## src/rtl/hazard_stall_ctrl.sv

```systemverilog
// hazard_stall_ctrl: pipeline sequencing controller for the 5-stage core.
// It resolves load-use hazards, taken-branch flushes and multi-cycle data
// memory accesses. It also detects memory timeouts and keeps saturating
// stall and flush statistics.
module hazard_stall_ctrl #(
   parameter int REG_AW      = 5,
   parameter int MEM_TIMEOUT = 64,
   parameter int CNT_W       = 16
) (
   input  logic              clk_i,
   input  logic              rst_i,
   input  logic              start_i,
   input  logic              IDEX_MemRead_i,
   input  logic [REG_AW-1:0] IDEX_RtAddr_i,
   input  logic [REG_AW-1:0] IFID_RsAddr_i,
   input  logic [REG_AW-1:0] IFID_RtAddr_i,
   input  logic              branch_taken_i,
   input  logic              dmem_req_i,
   input  logic              dmem_ack_i,
   output logic              PC_write_o,
   output logic              IFID_write_o,
   output logic              IFID_flush_o,
   output logic              IDEX_bubble_o,
   output logic              pipe_stall_o,
   output logic              err_o,
   output logic [CNT_W-1:0]  stall_cnt_o,
   output logic [CNT_W-1:0]  flush_cnt_o
);

   localparam int WCW = $clog2(MEM_TIMEOUT + 1);
   localparam logic [WCW-1:0] WLAST = WCW'(MEM_TIMEOUT - 1);

   typedef enum logic [1:0] {
      S_IDLE     = 2'd0,
      S_RUN      = 2'd1,
      S_MEM_WAIT = 2'd2,
      S_ERROR    = 2'd3
   } state_t;

   state_t           state_q, state_d;
   logic [WCW-1:0]   wcnt_q, wcnt_d;
   logic [CNT_W-1:0] stall_cnt_q, stall_cnt_d;
   logic [CNT_W-1:0] flush_cnt_q, flush_cnt_d;

   logic load_use;
   logic rr_pc, rr_ifid, rr_flush, rr_bubble;

   // Load-use detect; $0 is hardwired, so a load to it never creates a hazard.
   assign load_use = IDEX_MemRead_i && (IDEX_RtAddr_i != '0) &&
                     ((IDEX_RtAddr_i == IFID_RsAddr_i) ||
                      (IDEX_RtAddr_i == IFID_RtAddr_i));

   // Normal-flow controls: a load-use bubble beats the branch flush, and the branch re-resolves next cycle.
   always_comb begin
      rr_pc     = 1'b1;
      rr_ifid   = 1'b1;
      rr_flush  = 1'b0;
      rr_bubble = 1'b0;
      if (load_use) begin
         rr_pc     = 1'b0;
         rr_ifid   = 1'b0;
         rr_bubble = 1'b1;
      end else if (branch_taken_i) begin
         rr_flush  = 1'b1;
      end
   end

   // Next state, wait counter and Mealy control outputs.
   always_comb begin
      state_d       = state_q;
      wcnt_d        = wcnt_q;
      PC_write_o    = 1'b0;
      IFID_write_o  = 1'b0;
      IFID_flush_o  = 1'b0;
      IDEX_bubble_o = 1'b1;
      pipe_stall_o  = 1'b1;
      unique case (state_q)
         S_IDLE: begin
            if (start_i) state_d = S_RUN;
         end
         S_RUN: begin
            if (dmem_req_i && !dmem_ack_i) begin
               IDEX_bubble_o = 1'b0;
               state_d       = S_MEM_WAIT;
               wcnt_d        = WCW'(1);
            end else begin
               PC_write_o    = rr_pc;
               IFID_write_o  = rr_ifid;
               IFID_flush_o  = rr_flush;
               IDEX_bubble_o = rr_bubble;
               pipe_stall_o  = 1'b0;
            end
         end
         S_MEM_WAIT: begin
            if (!dmem_ack_i) begin
               IDEX_bubble_o = 1'b0;
               if (wcnt_q == WLAST) begin
                  state_d = S_ERROR;
                  wcnt_d  = '0;
               end else begin
                  wcnt_d  = wcnt_q + WCW'(1);
               end
            end else begin
               // The ack releases the freeze in the same cycle, because MEM/WB captures on this edge.
               PC_write_o    = rr_pc;
               IFID_write_o  = rr_ifid;
               IFID_flush_o  = rr_flush;
               IDEX_bubble_o = rr_bubble;
               pipe_stall_o  = 1'b0;
               state_d       = S_RUN;
               wcnt_d        = '0;
            end
         end
         S_ERROR: begin
            state_d = S_ERROR;
         end
         default: state_d = S_IDLE;
      endcase
   end

   // Saturating statistics: stalls count only while the pipe is live.
   always_comb begin
      stall_cnt_d = stall_cnt_q;
      flush_cnt_d = flush_cnt_q;
      if ((state_q == S_RUN || state_q == S_MEM_WAIT) && !PC_write_o &&
          (stall_cnt_q != '1))
         stall_cnt_d = stall_cnt_q + CNT_W'(1);
      if (IFID_flush_o && (flush_cnt_q != '1))
         flush_cnt_d = flush_cnt_q + CNT_W'(1);
   end

   // State and counter registers; reset aborts any wait at once.
   always_ff @(posedge clk_i or negedge rst_i) begin
      if (!rst_i) begin
         state_q     <= S_IDLE;
         wcnt_q      <= '0;
         stall_cnt_q <= '0;
         flush_cnt_q <= '0;
      end else begin
         state_q     <= state_d;
         wcnt_q      <= wcnt_d;
         stall_cnt_q <= stall_cnt_d;
         flush_cnt_q <= flush_cnt_d;
      end
   end

   assign err_o       = (state_q == S_ERROR);
   assign stall_cnt_o = stall_cnt_q;
   assign flush_cnt_o = flush_cnt_q;

endmodule

```

## config.mk

```make
export PLATFORM = sky130hd
export DESIGN_NAME = hazard_stall_ctrl
export DESIGN_NICKNAME = d
export VERILOG_FILES = /design/src/rtl/hazard_stall_ctrl.sv
export SDC_FILE = /design/constraint.sdc
export NUM_CORES = 1
export LEC_CHECK = 0
export BUFFER_PORTS_ARGS = -buffer_cell sky130_fd_sc_hd__buf_2
export CAP_MARGIN = 20
export CELL_PAD_IN_SITES_DETAIL_PLACEMENT = 1
export CELL_PAD_IN_SITES_GLOBAL_PLACEMENT = 1
export CORE_MARGIN = 8
export CORE_UTILIZATION = 45
export CTS_BUF_LIST = sky130_fd_sc_hd__clkbuf_4
export CTS_CLUSTER_DIAMETER = 200
export DETAILED_ROUTE_END_ITERATION = 8
export GPL_TIMING_DRIVEN = 0
export PLACE_DENSITY_LB_ADDON = 0.25
export RECOVER_POWER = 25
export SKIP_LAST_GASP = 1
export SLEW_MARGIN = 25
export SYNTH_ARGS = -nofsm -noshare
export SYNTH_HDL_FRONTEND = slang
export SYNTH_SLANG_ARGS = --single-unit
```

## constraint.sdc

```tcl
create_clock -name clk_i -period 4.5 [get_ports clk_i]
set_input_delay 0.675 -clock clk_i [delete_from_list [all_inputs] [get_ports clk_i]]
set_output_delay 0.675 -clock clk_i [all_outputs]
set_load 0.05 [all_outputs]
```

# Yosys cells after proc, flatten, opt, wreduce, memory -nomap -nowiden
# Index checks and enable logic that the tools add are counted.
[totals]
inputBits = 22
mem_count = 0
mem_bits_rw = 0
mem_bits_ro = 0
ff_bits = 41
elab_cells = 58
out_inout_bits = 38
latchBits = 0
[classes]
n_shift = 0
n_eq_ne = 11
div_mod_pow = 0
mux = 25
mul = 0
magnitude_cmp = 0
n_reduce_logical = 15
n_addsub = 3
bitwise = 0
[ops]
columns = ["operator", "count"]
rows = [
  ["$add 16x1->16 const B", 2],
  ["$ne 16x16->1 const B", 2],
  ["$mux 7", 3],
  ["$pmux 7 s2", 1],
  ["$mux 1", 12],
  ["$eq 5x5->1", 2],
  ["$mux 2", 4],
  ["$pmux 1 s2", 4],
  ["$pmux 2 s4", 1],
  ["$add 7x1->7 const B", 1],
  ["$eq 7x6->1 const B", 1],
  ["$logic_and 1x1->1", 6],
  ["$reduce_bool 5->1", 1],
  ["$eq 2x2->1 const B", 2],
  ["$ne 2x2->1 const B", 2],
  ["$ne 3x3->1 const B", 1],
  ["$reduce_and 3->1", 1],
  ["$eq 2x1->1 const B", 1],
  ["$logic_not 1->1", 2],
  ["$logic_not 2->1", 1],
  ["$logic_or 1x1->1", 2],
  ["$reduce_and 2->1", 1],
  ["$reduce_bool 2->1", 1],
]

# Logic depth before layout (Yosys ltp)
[depth]
word_depth = 9
depth_mapped = 8
depth_no_buf = 7

# Worst setup path before layout
# No wires, ideal clock.
[synth_path]
path_type = "in2out"
startpoint = "input port IDEX_RtAddr_i[1]"
endpoint = "output port PC_write_o"
slack_ps = 1327
arrival_time_ps = 2498
required_ps = 3825
path_buffers = 2
cell_stages = 6
cell_sequence = "or4_1 o21a_1 a21oi_4 buf_4 and2_1 buf_4"
[synth_via]
elab_chain_len = 6
elab_cells_between_ends = 10
classes_between = "eq/ne: 2; mux: 4; reduce/logical: 4"
[synth_lines]
columns = ["item", "line_no", "source"]
rows = [
  ["from (decl)", "14", "input logic [REG_AW-1:0] IDEX_RtAddr_i,"],
  ["$eq 5x5->1 (tied with other cells)", "50", "((IDEX_RtAddr_i == IFID_RsAddr_i) ||"],
  ["$logic_or 1x1->1 / $logic_and 1x1->1 (equally long branches)", "50, 49", ""],
  ["$logic_and 1x1->1 (*)", "49", "assign load_use = IDEX_MemRead_i && (IDEX_RtAddr_i != '0) &&"],
  ["$mux 1 (*)", "n/a", ""],
  ["$mux 1 (on tied branches)", "n/a", ""],
  ["$pmux 1 s2 (*)", "n/a", ""],
  ["to (decl)", "20", "output logic PC_write_o,"],
]
# Every way passes the cells marked *; elsewhere a longest branch is shown, timed or not.

# Worst setup path in the final report
[layout_path]
startpoint = "input port IDEX_RtAddr_i[1]"
endpoint = "output port PC_write_o"
[layout_via]
elab_chain_len = 6
elab_cells_between_ends = 10
classes_between = "eq/ne: 2; mux: 4; reduce/logical: 4"
[layout_lines]
columns = ["item", "line_no", "source"]
rows = [
  ["$eq 5x5->1 (tied with other cells)", "50", ""],
  ["$logic_or 1x1->1 / $logic_and 1x1->1 (equally long branches)", "50, 49", ""],
  ["$logic_and 1x1->1 (*)", "49", ""],
  ["$mux 1 (*)", "59", "if (load_use) begin"],
  ["$mux 1 (on tied branches)", "95, 82", ""],
  ["$pmux 1 s2 (*)", "77", "unique case (state_q)"],
]
# Marks and branches as above.

==> out/results.ini <==
[detailed_routing]
route.vias.total=1955
drt_first_pass_iters=4
drt_iter0_drc=52
post_drt_wl_per_cell_um=16.3
vias_per_cell=5.34
drc=0
totalWireLength_um=5970
ant_nets=0

[sta]
slew_viol_final=42
hold_viol=0
rsz0062_at_grt=false
tns_ps=0
fmax_mhz=313
clock_skew_ps=11.3
fin_crit_sh_pct=71.1
worstMarginPinSlew_ps=2240
relSlewSlack_pct=-49.3
period_minus_slack_ps=3200
setup_viol=0

[floorplan]
row_count=26
die-area_sq_um=7670
core_sq_um=5040
initial_utilization_pct=45.7
die_w_um=87.6
io_pins=60
die-height_um=87.6

[critical_path]
crit_start=IDEX_RtAddr_i[1]
cpMaxStageDelayCell=or4_1
r2r_start=flush_cnt_o[0]
ff2ff_path_depth=8
cp_max_fo=10
critical-path-max-stage-delay_ps=520
crit_type=in -> out
reg2reg_slack_ps=2250
critPathRequiredTime_ps=3830
endpoint=PC_write_o
start_kind=input port
cp-end-kind=primary output
path_buf_inv=4
critical_path_cell_count=8
worstPathArrival_ps=2520
regToRegEndpoint=flush_cnt_o[5]
crit_chain=buf_2 > or4_1 > o21a_1 > a21oi_4 > buf_4 > and2_1 > buf_4 > buf_2
cp_top_family=buffers and inverters

[place]
place.port_buffers=59
gp_congestion=0.760
hpwl_um=4460

[logic_synthesis]
syn_area_sq_um=2310
synthAdderAreaFrac_pct=4.34
yosys.area.top_type=dfrtp_1
synth_edf_count=0
synth_xor_area_share_pct=15.2
syn_area_per_cell_sq_um=10.1
synthArstFlopShare_pct=100
ys_warn_count=0
synth_top_family_by_area=simple AND/OR/NAND/NOR gates
yosysSeqAreaShare_pct=44.5
synth_common_cells=dfrtp_1 (41), xnor2_1 (26), nand3_1 (19)
syn_nets=259
synth_area_leaders=dfrtp_1 (44%), xnor2_1 (9.9%), xor2_1 (5.3%)
yosysMostFrequentCell=dfrtp_1
synth_compound_area_share_pct=7.65
syn_inst=229
synthFlopType=dfrtp_1
synth_mux_area_share_pct=1.84
synth_top_cell_area_share_pct=44.5
yosys.area_share.simple_pct=23.8
synth-seq-cells=41
ys_types=40

[cts]
cts_buffers=5
clk_latency_ps=350
cts.path.max_buffers=2
cts_tree=done
cts_post_setup_buffers_inserted=0
clkSinkCount=41
cts_resized=0
clk_pin_slew_ps=130
cts_max_level=2
hold_buffers=0
root_buffer=clkbuf_4

[outcome]
violations=capacitance limit, slew limit
status=finished with violations

[cells_and_area]
nets=325
finalCoreUtilization_pct=54.9
diodes=0
drive_gt1_share_pct=26.0
area_delta_synth_final_pct=20.0

[grt]
antenna_found_initial=0
grt_pass1_wl_um=10300
gr-total-overflow=0
grt_max_degree=42
grt_usage_pct=16.9
grt_pass1_vias=2186

[pwr]
ir_drop_uv=116
p_leak_uw=0.00125
power.density_nw_per_um2=233

[min_path]
hp-class=reg -> reg
whs_path_depth=1

[flow_run]
max_cap_viol_count=1

[metal layers]
layer	track usage, %	part of all wire, %
met1	20.0	45
met2	29.1	49
met3	4.32	4.5
met4	5.47	1.4
met5	0	0
[worst min path at each step]
stage / start / end / slack, ps
floorplan: rst_i / flush_cnt_o[0] / 380
global placement: wcnt_q[6] / wcnt_q[6] / 470
detailed placement: wcnt_q[6] / wcnt_q[6] / 480
CTS: rst_i / wcnt_q[0] / 480
global route: flush_cnt_o[6] / flush_cnt_o[6] / 520
finish: stall_cnt_o[14] / stall_cnt_o[14] / 500
[sequential cells by signal (all words and copies together) (netlist names)]
signal and count:
stall_cnt_o 16, state_q 2, flush_cnt_o 16, wcnt_q 7
[report_power, final]
| group | internal (uW) | total, uW | leakage [uW] | switching, uW |
|---|---|---|---|---|
| Clock | 122 | 243 | 0.0000433 | 121 |
| Combinational | 14.5 | 32.5 | 0.000702 | 18.0 |
| Sequential | 368 | 368 | 0.000505 | 0 |
| Total | 505 | 644 | 0.00125 | 139 |
[worst reg2reg max path, cell delays in order, from the launching register on]
cell and delay [ps]:
dfrtp_1 430, ha_1 220, and3_1 180, clkbuf_1 180, and3_1 240, a21oi_1 170
clkbuf_1 390, nand4_1 190, xnor2_1 160
[per-stage QoR]
step / setup slack [ps] / total power, uW / cell area [sq um] / hold slack (ps) / cells
5_1_grt: 1190 / 670 / 2770 / 522 / 366
3_5_place_dp: 1300 / 409 / 2690 / 476 / 358
2_1_floorplan: 1330 / 388 / 2310 / 379 / 229
6_report: 1300 / 644 / 2770 / 496 / 366
4_1_cts: 1290 / 654 / 2770 / 481 / 366
3_3_place_gp: 1300 / 408 / 2690 / 467 / 358
[cell usage in the layout (no fill, tap or decap), types with 2 or more instances in the layout]
master and count:
o21ai_0 13, nor2b_1 2, a21oi_1 2, and4_1 2, buf_4 3, clkbuf_4 6, nand4_1 9, nor4_1 3
nand2_1 17, inv_1 4, and2_1 3, dfrtp_1 41, o31ai_1 3, clkbuf_1 3, nor3b_1 2, and3_1 16
xnor2_1 26, buf_2 59, nor2_1 9, nor3_1 6, xor2_1 14, ha_1 8, o21a_1 2, nand2b_1 4
nand3_1 19, mux2i_1 2, a31oi_1 2
[layout make-up]
type                            count  area, sq um
Fill cell                         612         2280
Multi-Input combinational cell    177         1220
Sequential cell                    41         1030
Timing Repair Buffer               59          294
Tap cell                           70         87.6
Buffer                              7         46.3
Clock buffer                        6         45.0
Clock inverter                      2         33.8
Inverter                            4         15.0
[cells by family (layout without fill, tap and decap cells)]
logic type / Yosys count / after routing
compound gates: 27 / 27
simple gates: 98 / 98
fa+ha+maj: 8 / 8
buf+inv: 11 / 78
flops: 41 / 41
xor+xnor: 40 / 40
mux: 4 / 4
(Power assumes the default switching activity.)
